File: src/rtl/gf180mcu_osu_sc_gp12t3v3__tbuf_arb4.sv
// Round-robin owner controller for four tbuf_4 drivers sharing one net, with a break-before-make gap on handoff.
// Optional tenure limit: define GF180_TBUF_ARB_MAXHOLD_EN to preempt an owner after MAX_HOLD cycles when others wait.
module gf180mcu_osu_sc_gp12t3v3__tbuf_arb4 #(
   parameter int DEAD_CYCLES = 1,
   parameter int MAX_HOLD    = 16
) (
   input  logic       CLK,
   input  logic       RN,
   input  logic [3:0] REQ,
   output logic [3:0] EN,
   output logic [3:0] EN_BAR,
   output logic [3:0] GNT,
   output logic       BUSY
);

   localparam logic [1:0] ST_IDLE  = 2'd0;
   localparam logic [1:0] ST_DRIVE = 2'd1;
   localparam logic [1:0] ST_DEAD  = 2'd2;

   localparam logic [2:0] DEAD_LOAD = 3'(DEAD_CYCLES);

   if (DEAD_CYCLES < 1 || DEAD_CYCLES > 7 || MAX_HOLD < 2 || MAX_HOLD > 255) begin : g_bad_param
      $error("tbuf_arb4: DEAD_CYCLES or MAX_HOLD out of range");
   end

   logic [1:0] state_reg, state_next;
   logic [3:0] en_reg, en_next;
   logic [3:0] en_bar_reg;
   logic [1:0] last_owner_reg, last_owner_next;
   logic [2:0] dead_cnt_reg, dead_cnt_next;
   logic       busy_reg, busy_next;

   logic       win_valid;
   logic [1:0] win_idx;
   logic [1:0] cand;
   logic [3:0] win_onehot;
   logic       grant;
   logic       release_now;
   logic       preempt;

   // Walk from the farthest candidate to the nearest so the one right after last_owner wins;
   // the last owner itself comes up at k=4, i.e. lowest priority.
   always_comb begin
      win_valid = 1'b0;
      win_idx   = last_owner_reg;
      cand      = last_owner_reg;
      for (int k = 4; k >= 1; k--) begin
         cand = last_owner_reg + 2'(k);
         if (REQ[cand]) begin
            win_valid = 1'b1;
            win_idx   = cand;
         end
      end
   end

   for (genvar gi = 0; gi < 4; gi++) begin : g_onehot
      assign win_onehot[gi] = (win_idx == 2'(gi));
   end

`ifdef GF180_TBUF_ARB_MAXHOLD_EN
   logic [7:0] hold_cnt_reg, hold_cnt_next;
   logic [8:0] hold_inc;
   logic       hold_limit;
   logic       others_waiting;

   assign hold_inc       = {1'b0, hold_cnt_reg} + 9'd1;
   assign hold_limit     = (hold_inc >= 9'(MAX_HOLD));
   assign others_waiting = |(REQ & ~en_reg);
   assign preempt        = (state_reg == ST_DRIVE) && hold_limit && others_waiting;

   // Saturate at MAX_HOLD so a late-arriving requester still triggers preemption at once.
   always_comb begin
      hold_cnt_next = hold_cnt_reg;
      if (grant)
         hold_cnt_next = 8'd0;
      else if (state_reg == ST_DRIVE)
         hold_cnt_next = hold_limit ? 8'(MAX_HOLD) : hold_inc[7:0];
   end

   always_ff @(posedge CLK or negedge RN) begin
      if (!RN)
         hold_cnt_reg <= 8'd0;
      else
         hold_cnt_reg <= hold_cnt_next;
   end
`else
   assign preempt = 1'b0;
`endif

   assign release_now = !REQ[last_owner_reg] || preempt;

   always_comb begin
      state_next      = state_reg;
      en_next         = en_reg;
      last_owner_next = last_owner_reg;
      dead_cnt_next   = dead_cnt_reg;
      grant           = 1'b0;
      case (state_reg)
         ST_IDLE: begin
            if (win_valid) begin
               grant           = 1'b1;
               en_next         = win_onehot;
               last_owner_next = win_idx;
               state_next      = ST_DRIVE;
            end
         end
         ST_DRIVE: begin
            if (release_now) begin
               en_next       = 4'b0000;
               dead_cnt_next = DEAD_LOAD;
               state_next    = ST_DEAD;
            end
         end
         ST_DEAD: begin
            if (dead_cnt_reg <= 3'd1) begin
               dead_cnt_next = 3'd0;
               if (win_valid) begin
                  grant           = 1'b1;
                  en_next         = win_onehot;
                  last_owner_next = win_idx;
                  state_next      = ST_DRIVE;
               end else begin
                  en_next    = 4'b0000;
                  state_next = ST_IDLE;
               end
            end else begin
               dead_cnt_next = dead_cnt_reg - 3'd1;
            end
         end
         default: begin
            en_next    = 4'b0000;
            state_next = ST_IDLE;
         end
      endcase
      busy_next = (state_next != ST_IDLE);
   end

   always_ff @(posedge CLK or negedge RN) begin
      if (!RN) begin
         state_reg      <= ST_IDLE;
         en_reg         <= 4'b0000;
         en_bar_reg     <= 4'b1111;
         last_owner_reg <= 2'd3;
         dead_cnt_reg   <= 3'd0;
         busy_reg       <= 1'b0;
      end else begin
         state_reg      <= state_next;
         en_reg         <= en_next;
         en_bar_reg     <= ~en_next;
         last_owner_reg <= last_owner_next;
         dead_cnt_reg   <= dead_cnt_next;
         busy_reg       <= busy_next;
      end
   end

   assign EN     = en_reg;
   assign EN_BAR = en_bar_reg;
   assign GNT    = en_reg;
   assign BUSY   = busy_reg;

endmodule

File: config.mk
export PLATFORM = sky130hd
export DESIGN_NAME = gf180mcu_osu_sc_gp12t3v3__tbuf_arb4
export DESIGN_NICKNAME = d
export VERILOG_FILES = /design/src/rtl/gf180mcu_osu_sc_gp12t3v3__tbuf_arb4.sv
export SDC_FILE = /design/constraint.sdc
export NUM_CORES = 1
export LEC_CHECK = 0
export CAP_MARGIN = 20
export CORE_MARGIN = 2
export CORE_UTILIZATION = 49
export CTS_CLUSTER_DIAMETER = 60
export CTS_CLUSTER_SIZE = 40
export DETAILED_ROUTE_END_ITERATION = 6
export HOLD_SLACK_MARGIN = 0.03
export PLACE_DENSITY = 0.78
export SYNTH_ARGS = -nofsm -noshare
export SYNTH_HDL_FRONTEND = slang
export SYNTH_SLANG_ARGS = --single-unit
File: constraint.sdc
create_clock -name CLK -period 2.35 [get_ports CLK]
set_input_delay 0.47 -clock CLK [delete_from_list [all_inputs] [get_ports CLK]]
set_output_delay 0.47 -clock CLK [all_outputs]
set_load 0.01 [all_outputs]
======== After elaboration in Yosys (flattened, before gate mapping) ========
Index checks and enable logic that the tools add are counted.
storage, ports and cells
  bits in registers ....................... 16
  input port bits ......................... 6
  output and inout bits ................... 13
  logic and storage cells ................. 61
cells by class
  add/sub/neg operators ................... 4
  magnitude comparators ................... 5
  equal/unequal tests ..................... 7
  muxes and demuxes ....................... 31
  bitwise operators ....................... 1
  reductions and logical operators ........ 7
operators with widths
  kind                                                                               number
  2-bit 2-to-1 mux                                                                   8
  4-bit 2-to-1 mux                                                                   4
  2-bit by 3-bit < comparator with 1-bit output (second input constant)              4
  4-bit one-hot mux with 3 select lines                                              1
  1-bit 2-to-1 mux                                                                   9
  1-bit binary-select mux with 2-bit select                                          4
  2-bit equality test (second input constant)                                        3
  3-bit 2-to-1 mux                                                                   2
  2-bit one-hot mux with 3 select lines                                              1
  3-bit one-hot mux with 2 select lines                                              1
  2-bit nonzero test                                                                 3
  2-bit adder (second input constant)                                                2
  2-bit by 1-bit equality test with 1-bit output (second input constant)             2
  2-bit logical NOT                                                                  2
  2-bit != test (second input constant)                                              2
  4-bit inverter                                                                     1
  2-bit one-hot mux with 2 select lines                                              1
  2-bit AND reduction                                                                2
  3-bit by 1-bit less-or-equal comparator with 1-bit output (second input constant)  1
  3-bit by 1-bit subtractor with 3-bit output (second input constant)                1
  2-bit by 1-bit adder with 2-bit output (second input constant)                     1

======== Longest topological paths before layout ========
  depth in word-level cells ............... 11
  mapped depth ............................ 7

======== Worst setup path before layout ========
Ideal clock, no wire load.
  kind .................................... reg2reg
  start point ............................. register last_owner_reg[0]
  end point ............................... register en_reg[2] (netlist: EN[2])
  setup time .............................. 0.122 ns
  data arrival time ....................... 1.745 ns
  path slack .............................. 0.483 ns
  stages on the path, launching flop included .. 6
  path buffers ............................ 0
  cells stage by stage .................... dfstp_2 -> mux4_2 -> nand3b_2 -> o311ai_1 -> a31o_1 -> a32o_1
on the way
  word-level cells in the longest chain between the ends .. 10
  elaborated cells on any way between the ends .. 24
  classes of those cells .................. add/sub: 3; eq/ne: 1; mux: 20
ends and longest elaborated chain
  item                                       RTL line  RTL
  from (decl)                                29        logic [1:0] last_owner_reg, last_owner_next;
  from (signal assigned)                     150       last_owner_reg <= last_owner_next;
  2-bit adder                                48        cand = last_owner_reg + 2'(k);
  1-bit binary-select mux with 2-bit select  49        if (REQ[cand]) begin
  1-bit 2-to-1 mux (implied by the code)     49
  2-bit 2-to-1 mux (3 in a row)              49
  2-bit equality test                        57        assign win_onehot[gi] = (win_idx == 2'(gi));
  4-bit 2-to-1 mux                           117       if (win_valid) begin
  4-bit 2-to-1 mux                           115       if (dead_cnt_reg <= 3'd1) begin
  4-bit one-hot mux with 3 select lines (*)  98        case (state_reg)
  via en_next[2]                             27        logic [3:0] en_reg, en_next;
  to (signal assigned)                       148       en_reg <= en_next;
  to (decl)                                  27
The timed path passes the listed nets; every way through them passes the cells marked *. The select of a mux whose other input is x is not followed.
A chain may end at the register's enable or synchronous reset.

======== Worst setup path in the final report ========
  start point ............................. input REQ[3]
  end point ............................... register en_reg[2] (netlist: EN[2])
on the way
  word-level cells in the longest chain between the ends .. 9
  elaborated cells on any way between the ends .. 21
  classes of those cells .................. eq/ne: 1; mux: 20
ends and longest elaborated chain
  item                                                               RTL line  RTL
  from (decl)                                                        9         input logic [3:0] REQ,
  1-bit binary-select mux with 2-bit select (on tied branches)       49, 90
  1-bit 2-to-1 mux (on tied branches)                                49, 90
  2-bit 2-to-1 mux or 1-bit 2-to-1 mux (tied branches) (3 in a row)  49
  2-bit equality test or 1-bit 2-to-1 mux (tied branches)            57, 49
  4-bit 2-to-1 mux                                                   117
  4-bit 2-to-1 mux                                                   115
  4-bit one-hot mux with 3 select lines (*)                          98
  via en_next[2]                                                     27
Marks and branches as above.

==> reports/metrics.csv <==
stage;metric;value;unit
die;Core ar.;1727;um^2
final_layout;final cell count without fillers;136;
synth;register area share after synthesis;0.4497;
worst_setup_path;WP data arrival;2210;ps
worst_setup_path;crit end category;register;
final_layout;fraction of layout cells with a size suffix above 1;0.2162;
final_layout;fin nets;120;
clock_network;Post-CTS Setup Bufs;0;
timing;Clock Skews;5.684;ps
clock_network;CTS Buf Count;3;
timing;Rel. slew slack;0.5193;
route;DRC Markers;0;
synth;top post-synthesis cells by area;dfrtp_1 (28%), dfstp_2 (17%), o21ai_0 (3.9%), buf_4 (3.3%), nand2_1 (2.9%);
worst_setup_path;CP max stage cell;mux4_2;
clock_network;CTS Sinks;16;
die;Die H;47.03;um
clock_network;CTS resizes;0;
power;register share of total power;0.342;
clock_network;H-tree levels;1;
timing;Slew Viols, Final;0;
min_path;Worst Hold Class;register to register;
clock_network;clock transition at the registers of the reported paths;90;ps
outcome;outcome;finished, final reports clean;
synth;#FFs+latches synth;16;
worst_setup_path;max incr delay on CP;530;ps
synth;Post-Synth Simple-Gate Area;0.1600;
timing;highest clock rate;492.3;MHz
worst_setup_path;critical path launch point;REQ[3];
route;Wirelength per Cell;13.30;um
route;via/cell ratio;5.581;
timing;RSZ-0062 raised after global routing;false;
clock_network;post-cts hold buffer count;0;
final_layout;filler cell count;149;
clock_network;Clock Path Buffers;2;
worst_setup_path;Worst EP required;2530;ps
timing;final setup violation count;0;
grt;vias in the first global route;688;
synth;top cell type's share of synthesized area;0.2759;
power;sw power;0.6008;mW
power;Gate power share;0.544;
synth;ys async rst share;1.000;
die;Horiz. Die Dim;47.03;um
place;# port buffers;18;
power;Max VDD drop;864.6;uV
min_path;hold_sp;EN[0];
job;MaxCap Viol Count;0;
grt;antenna violations before repair;0;
die;Initial Utilization;0.5254;
worst_setup_path;cell chain of the critical path;clkdlybuf4s50_1 -> mux4_2 -> nand3b_2 -> o311ai_1 -> a31o_1 -> a32o_1;
route;Routed WL;1809;um
power;P_int;0.9601;mW
timing;total negative slack;0;ps
worst_setup_path;Critical Path Fanout Max;6;
synth;Yosys cell types;37;
worst_setup_path;CP Launch Type;input pin;
worst_setup_path;CP delay by family, top;compound AO/OA/AOI/OAI gates;
power;Sw Ratio;0.3849;
grt;global-route wire length before repair;2925;um
synth;complex-gate fraction of the synthesized area;0.2593;
timing;post-route minimum period;2031;ps
worst_setup_path;crit path kind;input pin to register;
synth;multiplexer share of the synthesized area;0.04966;
synth;synthesized instance count;88;
synth;XOR/XNOR Fraction of Synth Area;0;
synth;area leader, netlist;dfrtp_1;
die;die footprint;2211;um^2
worst_setup_path;R2R Path Start;last_owner_reg[0];
route;number of detailed-route iterations in the first pass;4;
clock_network;CTS Root Cell;clkbuf_4;
synth;Ys Warns;0;
die;I/O pins;19;
synth;most common flop cell mapped by yosys;dfrtp_1;
synth;adder-cell area share of the yosys netlist;0.02759;
synth;Avg Inst Size Synth;10.31;um^2
die;row cnt;15;
place;Inst Count DP;132;
final_layout;ant diodes;0;
final_layout;Area Growth Syn to Fin;28.14;%
worst_setup_path;crit path buf inv count;1;
power;Clock power frac;0.114;
place;Final HPWL DP;1428;um
synth;Synthesized Nets;96;
synth;Post-synth EDFFs;0;
timing;worst-margin pin slew;718.8;ps
power;PD cells;1343;nW/um^2
route;Vias;759;
clock_network;clk_lat worst skew;280;ps
synth;combinational family with the most area after synthesis;compound AO/OA/AOI/OAI gates;
final_layout;sequential cell area;407.9;um^2
final_layout;Multi-input gate area;450.4;um^2
route;number of DRC markers in iteration 0;13;
clock_network;CTS tree;done;
synth;Syn Std Cell Area;907.1;um^2
power;Leak;0.4918;nW
grt;largest net degree at the start of global routing;17;
grt;grt ovf;0;
place;Routability Congestion;0.8021;
route;Routed Antenna Nets;0;
grt;all-layer global routing usage;0.1891;
timing;final hold vios;0;
timing;final period utilization;0.8643;
[kinds of logic (layout without fill, tap and decap cells)]
family | Yosys count | count (layout)
buffers and inverters | 9 | 32
flip-flops | 16 | 16
AND/OR/NAND/NOR | 28 | 28
multiplexers | 3 | 3
AO/OA/AOI/OAI | 30 | 30
adder cells (fa/ha/maj) | 2 | 2
[final cells by class]
type	count	share of cell area
multi-input combinational	63	0.3875
sequential	16	0.3509
timing repair buffer	23	0.1873
clock buffer	4	0.03122
tap	25	0.02691
inverter	5	0.01615
[power groups by stage]
stage,Clock [mW],Sequential (mW),Combinational [mW]
3_5_place_dp,0,0.538,0.844
4_1_cts,0.183,0.532,0.851
2_1_floorplan,0,0.551,0.534
3_3_place_gp,0,0.531,0.818
6_report,0.178,0.534,0.850
5_1_grt,0.196,0.553,0.932
[layout by cell type (no fill, tap or decap), drive strengths merged, types with 4 or more instances in the layout]
cell,synthesis,layout
nor2,6,6
dfrtp,10,10
nand2,7,7
clkbuf,0,4
nand2b,4,4
o21ai,10,10
inv,5,5
buf,4,5
dfstp,6,6
clkdlybuf4s50,0,18
[metrics by stage]
step                hold slack, ps  setup WS [ps]  power (mW)    util  cell area [um^2]
floorplan                    174.4          483.1       1.085       -             907.1
global placement             480.4          67.71       1.350  0.6522              1126
detailed placement           504.2          24.65       1.382  0.6522              1126
CTS                          520.1          324.9       1.567  0.6732              1162
global route                 554.1          232.3       1.681  0.6732              1162
finish                       521.5          318.9       1.561  0.6732              1162
[layer usage]
layer	up-vias	share of wire	GRT usage
li1	365	-	-
met1	366	0.45	0.2530
met2	26	0.50	0.3068
met3	2	0.047	0.03462
met4	0	0.0055	0.06667
met5	-	0	0
[cells in the mapped netlist (2+ instances only)]
cell type	count
dfstp_2	6
a21o_1	2
a21oi_1	2
ha_1	2
nand2_1	7
nand2b_1	4
o21ai_0	7
a32o_1	2
o21ai_1	2
o21a_1	2
a32oi_1	2
mux2_2	2
buf_4	4
nand3_1	2
inv_1	5
dfrtp_1	10
nor2_1	6
nor2b_1	2
[worst register-to-register path: cells and delay by family, from the launching register on]
kind / cells / cell delay [ps]
multiplexers: 1 / 540
flip-flops: 1 / 590
AO/OA/AOI/OAI: 3 / 620
AND/OR/NAND/NOR: 1 / 120
[path summary, 6_finish.rpt]
path	end	slack (ps)	cells after the start
hold reg to reg	EN_BAR[0]	520	1
min in group asynchronous	EN[2]	610	1
setup / recovery	EN[2]	320	6
setup reg to reg	EN[2]	370	5
hold / removal	EN_BAR[0]	520	1
max in group asynchronous	EN[3]	1290	1
No activity file was read; power rests on OpenSTA's default activity.
